File: config.mk
export PLATFORM = sky130hd
export DESIGN_NAME = river_crossing_ctrl
export DESIGN_NICKNAME = d
export VERILOG_FILES = /design/src/rtl/river_pkg.sv /design/src/rtl/bcd_move_counter.sv /design/src/rtl/river_crossing_ctrl.sv
export SDC_FILE = /design/constraint.sdc
export NUM_CORES = 1
export LEC_CHECK = 0
export CAP_MARGIN = 10
export CORE_ASPECT_RATIO = 1.2
export CORE_MARGIN = 3
export CORE_UTILIZATION = 52
export CTS_CLUSTER_SIZE = 20
export DETAILED_ROUTE_END_ITERATION = 10
export PLACE_DENSITY_LB_ADDON = 0.05
export SLEW_MARGIN = 40
export SYNTH_ARGS = -nofsm -noshare
export SYNTH_HDL_FRONTEND = slang
export SYNTH_HIERARCHICAL = 1
export SYNTH_SLANG_ARGS = --single-unit
File: constraint.sdc
create_clock -name Clock -period 3.4 [get_ports Clock]
set_clock_uncertainty 0.1 [all_clocks]
set_input_delay 0.68 -clock Clock [delete_from_list [all_inputs] [get_ports Clock]]
set_output_delay 0.68 -clock Clock [all_outputs]
set_load 0.02 [all_outputs]
File: src/rtl/river_pkg.sv
// Shared types and the bank-safety rule for the river-crossing game controller.
package river_pkg;

  typedef enum logic [1:0] {
    PLAY,
    CROSS,
    LOST,
    WON
  } state_e;

  typedef enum logic [1:0] {
    P_NONE,
    P_G,
    P_W,
    P_F
  } passenger_e;

  // Unsafe when a conflicting pair (G,W) or (W,F) shares a bank that C has left.
  function automatic logic is_unsafe(input logic c, input logic g, input logic w,
                                     input logic f);
    return ((g == w) && (c != g)) || ((w == f) && (c != w));
  endfunction

endpackage

File: src/rtl/bcd_move_counter.sv
// Two-digit BCD move counter, incremented once per completed crossing, saturating at 99.
module bcd_move_counter (
  input  logic       Clock,
  input  logic       Reset,
  input  logic       inc,
  output logic [3:0] tens,
  output logic [3:0] ones
);

  logic [3:0] tens_q, tens_d;
  logic [3:0] ones_q, ones_d;
  logic       at_max;

  assign at_max = (tens_q == 4'd9) && (ones_q == 4'd9);

  always_comb begin
    tens_d = tens_q;
    ones_d = ones_q;
    if (inc && !at_max) begin
      if (ones_q == 4'd9) begin
        ones_d = 4'd0;
        tens_d = tens_q + 4'd1;
      end else begin
        ones_d = ones_q + 4'd1;
      end
    end
  end

  always_ff @(posedge Clock) begin
    if (Reset) begin
      tens_q <= 4'd0;
      ones_q <= 4'd0;
    end else begin
      tens_q <= tens_d;
      ones_q <= ones_d;
    end
  end

  assign tens = tens_q;
  assign ones = ones_q;

endmodule

File: src/rtl/river_crossing_ctrl.sv
// River-crossing game controller: button edge detection, crossing timer, bank positions,
// lose/win detection and BCD move count.
module river_crossing_ctrl
  import river_pkg::*;
#(
  parameter int unsigned CROSS_CYCLES = 4
) (
  input  logic       Clock,
  input  logic       Reset,
  input  logic       BtnC,
  input  logic       BtnG,
  input  logic       BtnW,
  input  logic       BtnF,
  output logic       C,
  output logic       G,
  output logic       W,
  output logic       F,
  output logic       InTransit,
  output logic       Lost,
  output logic       Won,
  output logic [3:0] MovesTens,
  output logic [3:0] MovesOnes
);

  localparam logic [7:0] TimerLoad = 8'(CROSS_CYCLES - 1);

  logic [3:0] btn, prev_q, rise;
  state_e     state_q, state_d;
  passenger_e pass_q, pass_d, req_pass;
  logic [7:0] timer_q, timer_d;
  logic       c_q, c_d, g_q, g_d, w_q, w_d, f_q, f_d;
  logic       req_valid;
  logic       done;

  assign btn  = {BtnF, BtnW, BtnG, BtnC};
  assign rise = btn & ~prev_q;

  // Only a single rising button counts; a passenger must share C's bank.
  always_comb begin
    req_valid = 1'b0;
    req_pass  = P_NONE;
    unique case (rise)
      4'b0001: req_valid = 1'b1;
      4'b0010: begin
        req_valid = (g_q == c_q);
        req_pass  = P_G;
      end
      4'b0100: begin
        req_valid = (w_q == c_q);
        req_pass  = P_W;
      end
      4'b1000: begin
        req_valid = (f_q == c_q);
        req_pass  = P_F;
      end
      default: ;
    endcase
  end

  always_comb begin
    state_d = state_q;
    pass_d  = pass_q;
    timer_d = timer_q;
    c_d     = c_q;
    g_d     = g_q;
    w_d     = w_q;
    f_d     = f_q;
    done    = 1'b0;
    unique case (state_q)
      PLAY: begin
        if (req_valid) begin
          pass_d  = req_pass;
          timer_d = TimerLoad;
          state_d = CROSS;
        end
      end
      CROSS: begin
        if (timer_q == 8'd0) begin
          done = 1'b1;
          c_d  = ~c_q;
          case (pass_q)
            P_G:     g_d = ~g_q;
            P_W:     w_d = ~w_q;
            P_F:     f_d = ~f_q;
            default: ;
          endcase
          if (c_d && g_d && w_d && f_d) begin
            state_d = WON;
          end else if (is_unsafe(c_d, g_d, w_d, f_d)) begin
            state_d = LOST;
          end else begin
            state_d = PLAY;
          end
        end else begin
          timer_d = timer_q - 8'd1;
        end
      end
      LOST, WON: ;
      default: state_d = PLAY;
    endcase
  end

  always_ff @(posedge Clock) begin
    if (Reset) begin
      prev_q  <= 4'b0000;
      state_q <= PLAY;
      pass_q  <= P_NONE;
      timer_q <= 8'd0;
      c_q     <= 1'b0;
      g_q     <= 1'b0;
      w_q     <= 1'b0;
      f_q     <= 1'b0;
    end else begin
      prev_q  <= btn;
      state_q <= state_d;
      pass_q  <= pass_d;
      timer_q <= timer_d;
      c_q     <= c_d;
      g_q     <= g_d;
      w_q     <= w_d;
      f_q     <= f_d;
    end
  end

  bcd_move_counter u_moves (
    .Clock (Clock),
    .Reset (Reset),
    .inc   (done),
    .tens  (MovesTens),
    .ones  (MovesOnes)
  );

  assign C         = c_q;
  assign G         = g_q;
  assign W         = w_q;
  assign F         = f_q;
  assign InTransit = (state_q == CROSS);
  assign Lost      = (state_q == LOST);
  assign Won       = (state_q == WON);

endmodule

* After elaboration in Yosys (flattened, before gate mapping) *
Index checks and enable logic that the tools add are counted.

storage, ports and cells
  bits in registers = 28
  input port bits = 6
  output and inout port bits = 15
  logic and storage cells = 80

cells by class
  $add $sub $neg = 3
  eq/ne operators = 22
  muxes and demuxes = 22
  bitwise logic cells = 6
  reductions and logical operators = 17

operator list
  cell                                                                 count
  8-bit 2-to-1 mux                                                     2
  8-bit one-hot mux with 2 select lines                                1
  4-bit == test (second input constant)                                3
  1-bit 2-to-1 mux                                                     11
  4-bit by 1-bit adder with 4-bit output (second input constant)       2
  2-bit == test (second input constant)                                4
  8-bit zero test                                                      1
  2-bit 2-to-1 mux                                                     4
  8-bit by 1-bit subtractor with 8-bit output (second input constant)  1
  1-bit logical AND                                                    7
  2-bit one-hot mux with 3 select lines                                1
  2-bit AND reduction                                                  3
  3-bit AND reduction                                                  2
  1-bit == test                                                        5
  4-bit bitwise AND                                                    1
  2-bit by 1-bit == test with 1-bit output (second input constant)     2
  4-bit by 1-bit == test with 1-bit output (second input constant)     1
  4-bit by 2-bit == test with 1-bit output (second input constant)     1
  4-bit by 3-bit == test with 1-bit output (second input constant)     1
  4-bit 2-to-1 mux                                                     1
  2-bit inequality test (second input constant)                        2
  1-bit NOT                                                            4
  4-bit NOT                                                            1
  1-bit one-hot mux with 4 select lines                                1
  7 further kinds                                                      8

* Longest topological paths before layout *
  word-level depth = 11
  depth in mapped cells = 10
  depth with buffers taken out = 9

* Cells and area by module *
Netlist, hierarchy kept.

modules (own cells, without submodules)
  module               times used  cells each  area each (um^2)  seq. area each (um^2)
  river_crossing_ctrl  1           158         1,260.0           400.4
  bcd_move_counter     1           47          444.2             160.2

* Worst setup path before layout *
No wires, ideal clock.

  kind = input port to flip-flop
  from = input BtnG
  to = register timer_q[0]
  setup time = 0.117 ns
  arrival = 2.177 ns
  required time = 3.183 ns
  setup slack = 1.006 ns
  cell stages on the path = 7
  path buffers = 1
  path through = nor2b_4 > nand2b_1 > o32a_1 > and4b_1 > or3_1 > buf_6 > a32o_1

on the way
  word-level cells in the longest chain between the ends = 5
  elaborated cells between the ends (all ways) = 8
  classes of those cells = 5 x eq/ne; 1 x mux; 1 x bitwise; 1 x reduce/logical

ends and longest elaborated chain
  item                                       line                        text
  from (decl)                                river_crossing_ctrl.sv:11   input logic BtnG,
  4-bit bitwise AND (*)                      river_crossing_ctrl.sv:36   assign rise = btn & ~prev_q;
  4-bit == test (tied with other cells)      river_crossing_ctrl.sv:42   unique case (rise)
  1-bit one-hot mux with 4 select lines (*)  river_crossing_ctrl.sv:42
  2-bit inequality test (no line) (*)        n/a
  3-bit AND reduction (no line) (*)          n/a
  to (signal assigned)                       river_crossing_ctrl.sv:117  timer_q <= timer_d;
  to (decl)                                  river_crossing_ctrl.sv:30   logic [7:0] timer_q, timer_d;

Every way passes the cells marked *; elsewhere a longest branch is shown, timed or not.
A chain may end at the register's enable or synchronous reset.

* Worst setup path in the final report *
  from = input BtnC
  to = register timer_q[0]

on the way
  word-level cells in the longest chain between the ends = 5
  elaborated cells between the ends (all ways) = 8
  classes of those cells = 5 x eq/ne; 1 x mux; 1 x bitwise; 1 x reduce/logical

ends and longest elaborated chain
  item                                       line                       text
  from (decl)                                river_crossing_ctrl.sv:10  input logic BtnC,
  4-bit bitwise AND (*)                      river_crossing_ctrl.sv:36
  4-bit == test (tied with other cells)      river_crossing_ctrl.sv:42
  1-bit one-hot mux with 4 select lines (*)  river_crossing_ctrl.sv:42
  2-bit inequality test (no line) (*)        n/a
  3-bit AND reduction (no line) (*)          n/a

Marks and branches as above.

==> impl_results.md <==
* Drt first pass iters at 4
* First-pass GRT wire length at 5890 µm
* Critical Path End Type: flop
* Slowest-stage cell, CP: or3_1
* Final nets at about 230
* GR Overflow Total at 0
* Initial DRC Count at between 60 and 70
* Vias in the first global route at 1423
* Worst vdd ir at 0.000386 V
* Pwr Density at 579 mW/mm²
* CP Depth at 7
* Per-cell routed wire length at about 13 µm
* Post-CTS setup buffers at 0
* Yosys reg bits at 28
* Setup CP Type: input port to flop
* Synth async-reset ratio at 0%
* Warnings, synthesis at 6
* Die H at between 60 and 70 µm
* CP bufs+invs at 1
* Largest stage delay, worst path at around 0.53 ns
* Setup TNS at 0 ns
* Status: complete, no violations
* Via count at approximately 1500
* Syn Nets at 216
* Depth of the CTS H-tree at 1
* Chip width at roughly 58 µm
* Hold_buf cts at 0
* R2R Path End: u_moves/tens[1]
* Max_cap viols at 0
* CP Launch Type: input port
* Largest delay share family, worst path: compound AO/OA/AOI/OAI gates
* Final Max Slew Viols at 0
* # IOs at 21
* Post-Syn Area at 0.00170 mm²
* Netlist cell types at 50
* Maximum operating frequency at 0.379 GHz
* Root buffer cell: clkbuf_4
* Hold path start: timer_q[4]
* CTS buffer count at 3
* Routed Antenna Nets at 0
* Most frequent cells in the layout: dfxtp_1 (28), nor2_1 (27), clkdlybuf4s50_1 (20), nand2_1 (15), inv_1 (11)
* CTS tree: built
* Clock sinks at 28
* Fraction of layout cells with a size suffix above 1 at just over 7%
* End of the worst hold path: timer_q[4]
* Via/cell ratio at between 5 and 6
* Prevailing post-synth register cell: dfxtp_1
* Number of synthesized flops with an enable pin at 0
* Reg2reg start: timer_q[0]
* N_diodes at 0
* PnR Total Power at roughly 1.1 mW
* DP Wirelength at between 2000 and 3000 µm
* Hold Path Cell Cnt at 2
* Worst r2r path cells at 7
* Worst-path clk slew at ~0.15 ns
* GRT Total Usage at between 10% and 20%
* Fin crit period at around 2.6 ns
* Initial antenna violation count at 0
* Total Wirelength at around 3500 µm
* Cell count after synthesis at approximately 210
* Sequential fraction of the synthesis area at ~33%
* Reg2Reg Setup Slack at between 0.8 and 0.9 ns
* Commonest non-fill, non-tap cell in the layout: dfxtp_1
* Fill cells at between 200 and 300
* Worst Max-Slew Pin Slew at about 0.45 ns
* Post-route DRC at 0
* Min-Delay Path Class: flop to flop
* FP Rows at 22
* Slew headroom at ~69%
* Pin count of the biggest net entering global routing at 16
* Port Buffer Count at 20
* Cell chain of the critical path: clkdlybuf4s50_1 > nor2b_1 > nor4_1 > o21ai_0 > a2111oi_0 > or3_1 > a32o_1
* Final hold slack at a little over 0.4 ns
* RSZ-0062 raised after global routing: false
* Final critical-path share of the clock period at about 78%
* Critical Path AT at around 2.8 ns
* Fin util at between 60% and 70%
* Clock buffer depth at 2
* Syn avg cell area at 8.31 µm²
* Worst EP required at between 3 and 4 ns
* Skew-Pair Late Insertion Delay at between 0.3 and 0.4 ns
* Leak pwr at 0.721 nW
* Final setup vio count at 0
* Initial cell density of the core at about 55%
* P&R area growth vs syn at 14.7%
* Die area at between 0.004 and 0.005 mm²
* Post-CTS Resized at 0
* Hold Violations, Final at 0
* Placer Congestion at 0.904
* Core Region at a little over 0.003 mm²
* CP max FO at 8
-- sequential cells by signal, summed over array words and instances (netlist names) --
name,cells
timer_q,8
G,1
state_q,2
pass_q,2
W,1
u_moves/tens,4
u_moves/ones,4
prev_q,4
F,1
C,1
-- synthesized netlist by cell type, drive strengths merged, types with 2 or more instances --
cell	number	share of area, %
dfxtp	28	33
nor2	27	5.9
nand2	15	3.3
inv	11	2.4
nor2b	11	4.5
a21oi	8	2.3
clkbuf	8	1.8
nor3	8	2.9
nand2b	7	2.6
o21ai	7	2.1
xnor2	7	3.6
ha	5	3.7
mux2	5	3.3
nand3	5	1.5
xor2	5	2.6
a211oi	4	2.1
nor4	3	1.5
o31ai	3	1.3
or3	3	1.1
a221oi	2	1.0
a311oi	2	1.8
a31oi	2	0.73
and3	2	0.73
and3b	2	1.0
and4b	2	1.2
buf	2	0.95
nand4	2	0.73
nor3b	2	0.88
nor4b	2	1.4
o21a	2	0.88
-- worst register-to-register path, stage by stage (launching register included) --
cell     delay [ns]
dfxtp_1        0.37
inv_1          0.11
ha_1           0.15
nor4b_1        0.39
and3_1         0.50
inv_1          0.19
nor3_2         0.34
mux2_1         0.35
-- how the worst max path moves through the flow --
stage / start / to / slack [ns]
2_1_floorplan: BtnG / timer_q[0] / 1.01
3_3_place_gp: BtnW / timer_q[0] / 0.47
3_5_place_dp: BtnC / timer_q[0] / 0.40
4_1_cts: BtnC / timer_q[0] / 0.77
5_1_grt: BtnW / timer_q[7] / 0.56
6_report: BtnC / timer_q[0] / 0.76
-- through the flow --
| stage | instances | setup slack (ns) | area [µm²] |
|---|---|---|---|
| floorplan | 205 | 1.01 | 1700 |
| global placement | 253 | 0.467 | 1920 |
| detailed placement | 253 | 0.396 | 1920 |
| CTS | 257 | 0.772 | 1950 |
| global route | 257 | 0.556 | 1950 |
| finish | 257 | 0.759 | 1950 |
-- where the power goes --
group          total, mW  leakage (nW)  switching, mW  internal [mW]
Combinational      0.502         0.472          0.290          0.212
Sequential         0.463         0.228         0.0790          0.384
Clock              0.166        0.0210          0.100         0.0656
-- layout make-up --
class                      count  area [µm²]  area share (%)
multi-input combinational    156        1060            54.0
inverter                      11        41.3            2.11
sequential                    28         561            28.7
clock buffer                   4        36.3            1.86
timing repair buffer          22         215            11.0
tap                           36        45.0            2.30
-- metal layers --
layer	routed length (µm)	GRT usage [%]	vias up	part of all wire (%)
li1	-	-	749	-
met3	100	1.68	6	2.9
met5	0	0	-	0
met4	46	9.28	0	1.3
met2	1770	33.0	26	51
met1	1540	22.6	702	44
-- cells by family after synthesis --
family                     Yosys count  synth area share [%]
muxes                                6                  3.89
DFF                                 28                  32.9
adders and majority gates            5                  3.67
xor gates and xnor gates            12                  6.17
buffers and inverters               21                  5.14
AOI/OAI and AO/OA                   37                  15.7
and+or+nand+nor                     96                  32.5
Note: power is estimated with default switching activity, not from simulation.
